==> config.mk <==
export PLATFORM = sky130hd
export DESIGN_NAME = if_id_stage
export DESIGN_NICKNAME = d
export VERILOG_FILES = /design/src/rtl/if_id_stage.sv
export SDC_FILE = /design/constraint.sdc
export NUM_CORES = 1
export LEC_CHECK = 0
export CORE_ASPECT_RATIO = 1.4
export CORE_UTILIZATION = 43
export DETAILED_ROUTE_END_ITERATION = 8
export PLACE_DENSITY = 0.79
export SETUP_SLACK_MARGIN = 0.05
export SLEW_MARGIN = 0
export SYNTH_ARGS = -nofsm -noshare
export SYNTH_HDL_FRONTEND = slang
export SYNTH_SLANG_ARGS = --single-unit
==> constraint.sdc <==
create_clock -name clk_i -period 5 [get_ports clk_i]
set_input_delay 1 -clock clk_i [delete_from_list [all_inputs] [get_ports clk_i]]
set_output_delay 1 -clock clk_i [all_outputs]
set_load 0.01 [all_outputs]
==> src/rtl/if_id_stage.sv <==
// if_id_stage: LEGv8 instruction fetch and IF/ID pipeline register.
// Holds the PC and presents it to instruction memory. Each accepted fetch is
// latched into IF/ID, and the decoder opcode is taken straight from IF/ID.
// Per-edge priority: branch flush > hazard stall > memory wait > normal fetch.
module if_id_stage #(
  parameter int unsigned                PC_WIDTH    = 64,
  parameter int unsigned                INSTR_WIDTH = 32,
  parameter logic [PC_WIDTH-1:0]        RESET_PC    = '0
) (
  input  logic                   clk_i,
  input  logic                   rst_ni,
  input  logic                   stall_i,
  input  logic                   branch_taken_i,
  input  logic [PC_WIDTH-1:0]    branch_target_i,
  output logic [PC_WIDTH-1:0]    imem_addr_o,
  input  logic [INSTR_WIDTH-1:0] imem_data_i,
  input  logic                   imem_valid_i,
  output logic [PC_WIDTH-1:0]    if_id_pc_o,
  output logic [INSTR_WIDTH-1:0] if_id_instr_o,
  output logic                   if_id_valid_o,
  output logic [10:0]            opcode_o,
  output logic [31:0]            fetch_count_o
);

  localparam logic [PC_WIDTH-1:0] PC_STEP     = PC_WIDTH'(4);
  // Low two bits are dropped so a misaligned RESET_PC cannot produce a misaligned fetch.
  localparam logic [PC_WIDTH-1:0] PC_RST_VAL  = {RESET_PC[PC_WIDTH-1:2], 2'b00};

  logic [PC_WIDTH-1:0]    pc_q, pc_d;
  logic [PC_WIDTH-1:0]    if_id_pc_q, if_id_pc_d;
  logic [INSTR_WIDTH-1:0] if_id_instr_q, if_id_instr_d;
  logic                   if_id_valid_q, if_id_valid_d;
  logic [31:0]            fetch_count_q, fetch_count_d;

  logic                   do_flush;
  logic                   do_hold;
  logic                   do_wait;
  logic                   do_fetch;
  logic [PC_WIDTH-1:0]    branch_pc;

  assign branch_pc = {branch_target_i[PC_WIDTH-1:2], 2'b00};

  // Decode which single action applies on the coming edge (first match wins).
  always_comb begin
    do_flush = 1'b0;
    do_hold  = 1'b0;
    do_wait  = 1'b0;
    do_fetch = 1'b0;
    if (branch_taken_i) begin
      do_flush = 1'b1;
    end else if (stall_i) begin
      do_hold = 1'b1;
    end else if (!imem_valid_i) begin
      do_wait = 1'b1;
    end else begin
      do_fetch = 1'b1;
    end
  end

  // Next PC: redirect on flush, advance on an accepted fetch, otherwise hold.
  always_comb begin
    pc_d = pc_q;
    if (do_flush) begin
      pc_d = branch_pc;
    end else if (do_fetch) begin
      pc_d = pc_q + PC_STEP;
    end
  end

  // Next IF/ID contents: bubble on flush or wait, capture on fetch, hold on stall.
  always_comb begin
    if_id_pc_d    = if_id_pc_q;
    if_id_instr_d = if_id_instr_q;
    if_id_valid_d = if_id_valid_q;
    if (do_flush || do_wait) begin
      if_id_pc_d    = '0;
      if_id_instr_d = '0;
      if_id_valid_d = 1'b0;
    end else if (do_fetch) begin
      if_id_pc_d    = pc_q;
      if_id_instr_d = imem_data_i;
      if_id_valid_d = 1'b1;
    end
  end

  // Fetch counter only moves when an instruction is actually accepted into IF/ID.
  always_comb begin
    fetch_count_d = fetch_count_q;
    if (do_fetch) begin
      fetch_count_d = fetch_count_q + 32'd1;
    end
  end

  // Program counter register.
  always_ff @(posedge clk_i or negedge rst_ni) begin
    if (!rst_ni) begin
      pc_q <= PC_RST_VAL;
    end else begin
      pc_q <= pc_d;
    end
  end

  // IF/ID pipeline register.
  always_ff @(posedge clk_i or negedge rst_ni) begin
    if (!rst_ni) begin
      if_id_pc_q    <= '0;
      if_id_instr_q <= '0;
      if_id_valid_q <= 1'b0;
    end else begin
      if_id_pc_q    <= if_id_pc_d;
      if_id_instr_q <= if_id_instr_d;
      if_id_valid_q <= if_id_valid_d;
    end
  end

  // Accepted-instruction counter.
  always_ff @(posedge clk_i or negedge rst_ni) begin
    if (!rst_ni) begin
      fetch_count_q <= '0;
    end else begin
      fetch_count_q <= fetch_count_d;
    end
  end

  // do_hold is implied by the defaults above; kept as a named term for readability.
  logic unused_hold;
  assign unused_hold = do_hold;

  assign imem_addr_o   = pc_q;
  assign if_id_pc_o    = if_id_pc_q;
  assign if_id_instr_o = if_id_instr_q;
  assign if_id_valid_o = if_id_valid_q;
  assign fetch_count_o = fetch_count_q;
  // A bubble decodes as opcode 0 so every control line downstream stays deasserted.
  assign opcode_o      = if_id_valid_q ? if_id_instr_q[31:21] : 11'b0;

endmodule
== After elaboration in Yosys (flattened, before gate mapping) ==
Cells that the tools add are included.
Word-level totals
  flip-flop bits (word level): 193
  input port bits: 101
  output and inout port bits: 204
  word-level logic and storage cells: 26
Operators by class
  add/sub/neg operators: 2
  muxes and demuxes: 16
  reductions and logical operators: 3
Operators by type and width (count)
  64-bit 2-to-1 mux: 4
  64-bit by 3-bit adder with 64-bit output (second input constant): 1
  32-bit 2-to-1 mux: 2
  32-bit by 1-bit adder with 32-bit output (second input constant): 1
  11-bit 2-to-1 mux: 1
  1-bit 2-to-1 mux: 9
  2-bit nonzero test: 2
  1-bit logical OR: 1

== Depth between registers and ports, before layout ==
  word-level depth: 5
  depth in mapped cells: 8
  depth with buffers taken out: 6

== Worst setup path before layout ==
No wires, ideal clock.
  path kind: input to register
  start point: input stall_i
  end point: register pc_q[62], in the netlist imem_addr_o[62]
  setup time: 0.082 ns
  data arrival time: 2.817 ns
  data required time: 4.918 ns
  path slack: 2.101 ns
  cell stages on the path: 6
  buffers on the path: 1
  cells stage by stage: nand4b_1 > or4_1 > buf_2 > or4_4 > or4_1 > a31oi_1
On the way
  longest elaborated chain between the ends: 3
Ends and longest elaborated chain
  start: declaration: RTL line 12  | input logic stall_i,
  1-bit 2-to-1 mux: RTL line 51  | end else if (stall_i) begin
  1-bit 2-to-1 mux: RTL line 49  | if (branch_taken_i) begin
  2-bit nonzero test (no line)
  end signal: assignment: RTL line 99  | pc_q <= pc_d;
  end: declaration: RTL line 29  | logic [PC_WIDTH-1:0] pc_q, pc_d;
No other way between the ends.
A chain may end at the register's enable or synchronous reset.

== Worst setup path after layout ==
  start point: input imem_valid_i
  end point: register fetch_count_q[16], in the netlist fetch_count_o[16]
On the way
  longest elaborated chain between the ends: 3
Ends and longest elaborated chain
  start: declaration: RTL line 17  | input logic imem_valid_i,
  1-bit 2-to-1 mux: RTL line 53  | end else if (!imem_valid_i) begin
  1-bit 2-to-1 mux: RTL line 51
  1-bit 2-to-1 mux: RTL line 49
  end signal: assignment: RTL line 121  | fetch_count_q <= fetch_count_d;
  end: declaration: RTL line 33  | logic [31:0] fetch_count_q, fetch_count_d;
No other way between the ends.

==> metrics.yaml <==
pwr:
  peakVddDrop_mv: 0.2178
  power.density_nw_per_um2: 301.4
  leakage_uw: 0.005061
  fin_total_pwr_uw: 3735
detailed_routing:
  drc: 0
  ant_nets: 0
  route.final.wire_length_um: 27400
  wire_per_inst_um: 20.01
  dr.pass1.iters: 7
  drtIter0Drc: 521
  vias: 7777
  vias_per_cell: 5.681
worst_setup_path:
  crit_start: "imem_valid_i"
  worstPathArrival_ns: 3.67
  critical_path_class: "primary input to flip-flop"
  worstSetupStartpointType: "primary input"
  r2r-end: "imem_addr_o[62]"
  worstPathRequired_ns: 5.32
  worst-path-max-fanout: 15
  r2r_start: "imem_addr_o[2]"
  end_kind: "flip-flop"
  ff2ff_path_depth: 6
  r2r_setup_slack_ns: 1.97
floorplanning:
  io_pins: 305
  die_x_um: 122.0
  rows: 61
  initial_core_util: 0.4368
  die-area_um2: 20740
  die-height_um: 170.0
  core_um2: 19840
clock_tree:
  cts.sinks: 189
  clock_latency_ns: 0.44
  postCtsHoldBufs: 0
  clk_path_buf_depth: 2
  cts_setup_buffers: 0
  cts-root-buf: "clkbuf_16"
  numCtsBuffers: 17
  cts_resized: 0
  cts.clk_slew.worst_paths_ns: 0.08
  htree_levels: 4
  cts_tree: "done"
final_layout:
  fill_cells: 1630
  finalNetCount: 1206
  layout_commonest_cell: "clkdlybuf4s50_1"
  seq_area_um2: 4730
  fin_area_um2: 12390
  layout_common_cells: "clkdlybuf4s50_1 (296), dfrtp_1 (189), nand2_1 (92), a22o_1 (87), o21ai_0 (55)"
  drive_gt1_frac: 0.04749
  area_delta_synth_final_pct: 42.97
  multi_input_area_um2: 3685
timing:
  rsz0062_at_grt: "false"
  fmax_mhz: 298.4
  setup_viol: 0
  finClkSkew_ns: 0.01195
  setup_tns_ns: 0
  min_period_over_period: 0.6702
  fin_crit_ns: 3.351
  hold_viol_final: 0
  hold_ws_ns: 0.4756
  slew_headroom: 0.3112
  worst_pin_slew_ns: 1.033
  maxSlewViolCount: 0
yosys:
  async_reset_ff_frac: 1.000
  syn-cell-area_um2: 8668
  ys_types: 46
  netlist_instances: 830
  avgSynthCellArea_um2: 10.44
  synth_top_flop_cell: "dfrtp_1"
  synth_seq_cells: 189
  yosysSeqAreaShare: 0.5456
  synth_edf_count: 0
  synth_warnings: 0
flow_run:
  maxCapViolations: 0
global_routing:
  busiest_layer: "met2"
  grt.met3_usage: 0.05597
  antenna_found_initial: 1
  grt_pass1_wl_um: 42590
  use_met2: 0.4532
  grt_pass1_vias: 7712
  overflow: 0
  grt_usage: 0.2680
  grt_max_degree: 130
  use_met1: 0.3271
place:
  place_area_um2: 11820
  gp_congestion: 0.8790
  port_buffers: 298
  dpl.hpwl_um: 19460
worst_hold_path:
  holdPathEnd: "fetch_count_o[31]"
  min_from: "fetch_count_o[31]"
  hold_class: "flip-flop to flip-flop"
  holdPathStages: 1
run_status:
  status: "complete, no violations"
[where the power goes]
| part | switching, uW | internal [uW] |
|---|---|---|
| Combinational | 277 | 342 |
| Sequential | 157 | 1630 |
| Clock | 665 | 665 |
[worst max path at each step]
| stage | end | slack, ns | depth (start not counted) |
|---|---|---|---|
| after floorplan | imem_addr_o[62] | 2.10 | 6 |
| after global placement | fetch_count_o[16] | 1.26 | 6 |
| after detailed placement | fetch_count_o[30] | 1.25 | 5 |
| after CTS | fetch_count_o[16] | 1.71 | 6 |
| after global routing | fetch_count_o[16] | 1.58 | 6 |
| final | fetch_count_o[16] | 1.65 | 6 |
[worst max-delay path, stage by stage]
cell             delay, ns
clkdlybuf4s50_1       0.62
or3b_1                0.69
or4_1                 0.81
nor2_1                0.26
nand4_1               0.14
xnor2_1               0.14
[sequential cells by signal, summed over array words and instances, names as in the netlist]
| register | count |
|---|---|
| fetch_count_o | 32 |
| if_id_valid_o | 1 |
| imem_addr_o | 62 |
| if_id_pc_o | 62 |
| if_id_instr_o | 32 |
[synth_stat cells, drive strengths merged (4+ instances only)]
library cell | instances | area share
or3 | 10 | 0.0072
nand2 | 92 | 0.040
nand3 | 36 | 0.022
o31ai | 6 | 0.0052
a22o | 87 | 0.088
or4 | 11 | 0.010
dfrtp | 189 | 0.55
xor2 | 28 | 0.028
a31oi | 15 | 0.011
buf | 13 | 0.0079
nor2b | 4 | 0.0029
o21ai | 55 | 0.032
nor3 | 18 | 0.010
nand4 | 36 | 0.026
nor2 | 41 | 0.018
and2 | 13 | 0.0094
nand4b | 4 | 0.0040
mux2 | 4 | 0.0052
xnor2 | 45 | 0.045
nor4 | 26 | 0.019
and3 | 13 | 0.0094
clkbuf | 42 | 0.019
inv | 12 | 0.0052
and4 | 5 | 0.0051
[layer usage]
layer	part of all wire	wire length (um)
met1	0.40	10980
met2	0.51	13870
met3	0.062	1699
met4	0.031	848
met5	0	0
[through the flow]
stage | std cells | setup WS (ns) | utilization
final | 1369 | 1.649 | 0.6245
after global routing | 1369 | 1.577 | 0.6245
after CTS | 1368 | 1.711 | 0.6244
after detailed placement | 1336 | 1.250 | 0.5955
after global placement | 1336 | 1.262 | 0.5955
after floorplan | 833 | 2.101 | -
[layout make-up]
cell class | instances | area share
Sequential cell | 189 | 0.3816
Clock inverter | 15 | 0.01201
Inverter | 12 | 0.003635
Multi-Input combinational cell | 577 | 0.2973
Antenna cell | 1 | 0.0002019
Clock buffer | 17 | 0.03433
Timing Repair Buffer | 306 | 0.2454
Tap cell | 252 | 0.02544
[cell families after synthesis]
family | synth area share
other | 0.0004326
AND/OR/NAND/NOR | 0.1947
adder cells (fa/ha/maj) | 0.002886
AO/OA/AOI/OAI | 0.1422
multiplexers | 0.008660
flip-flops | 0.5456
buffers and inverters | 0.03175
XOR/XNOR | 0.07376
Power figures use the tool's default switching activity.
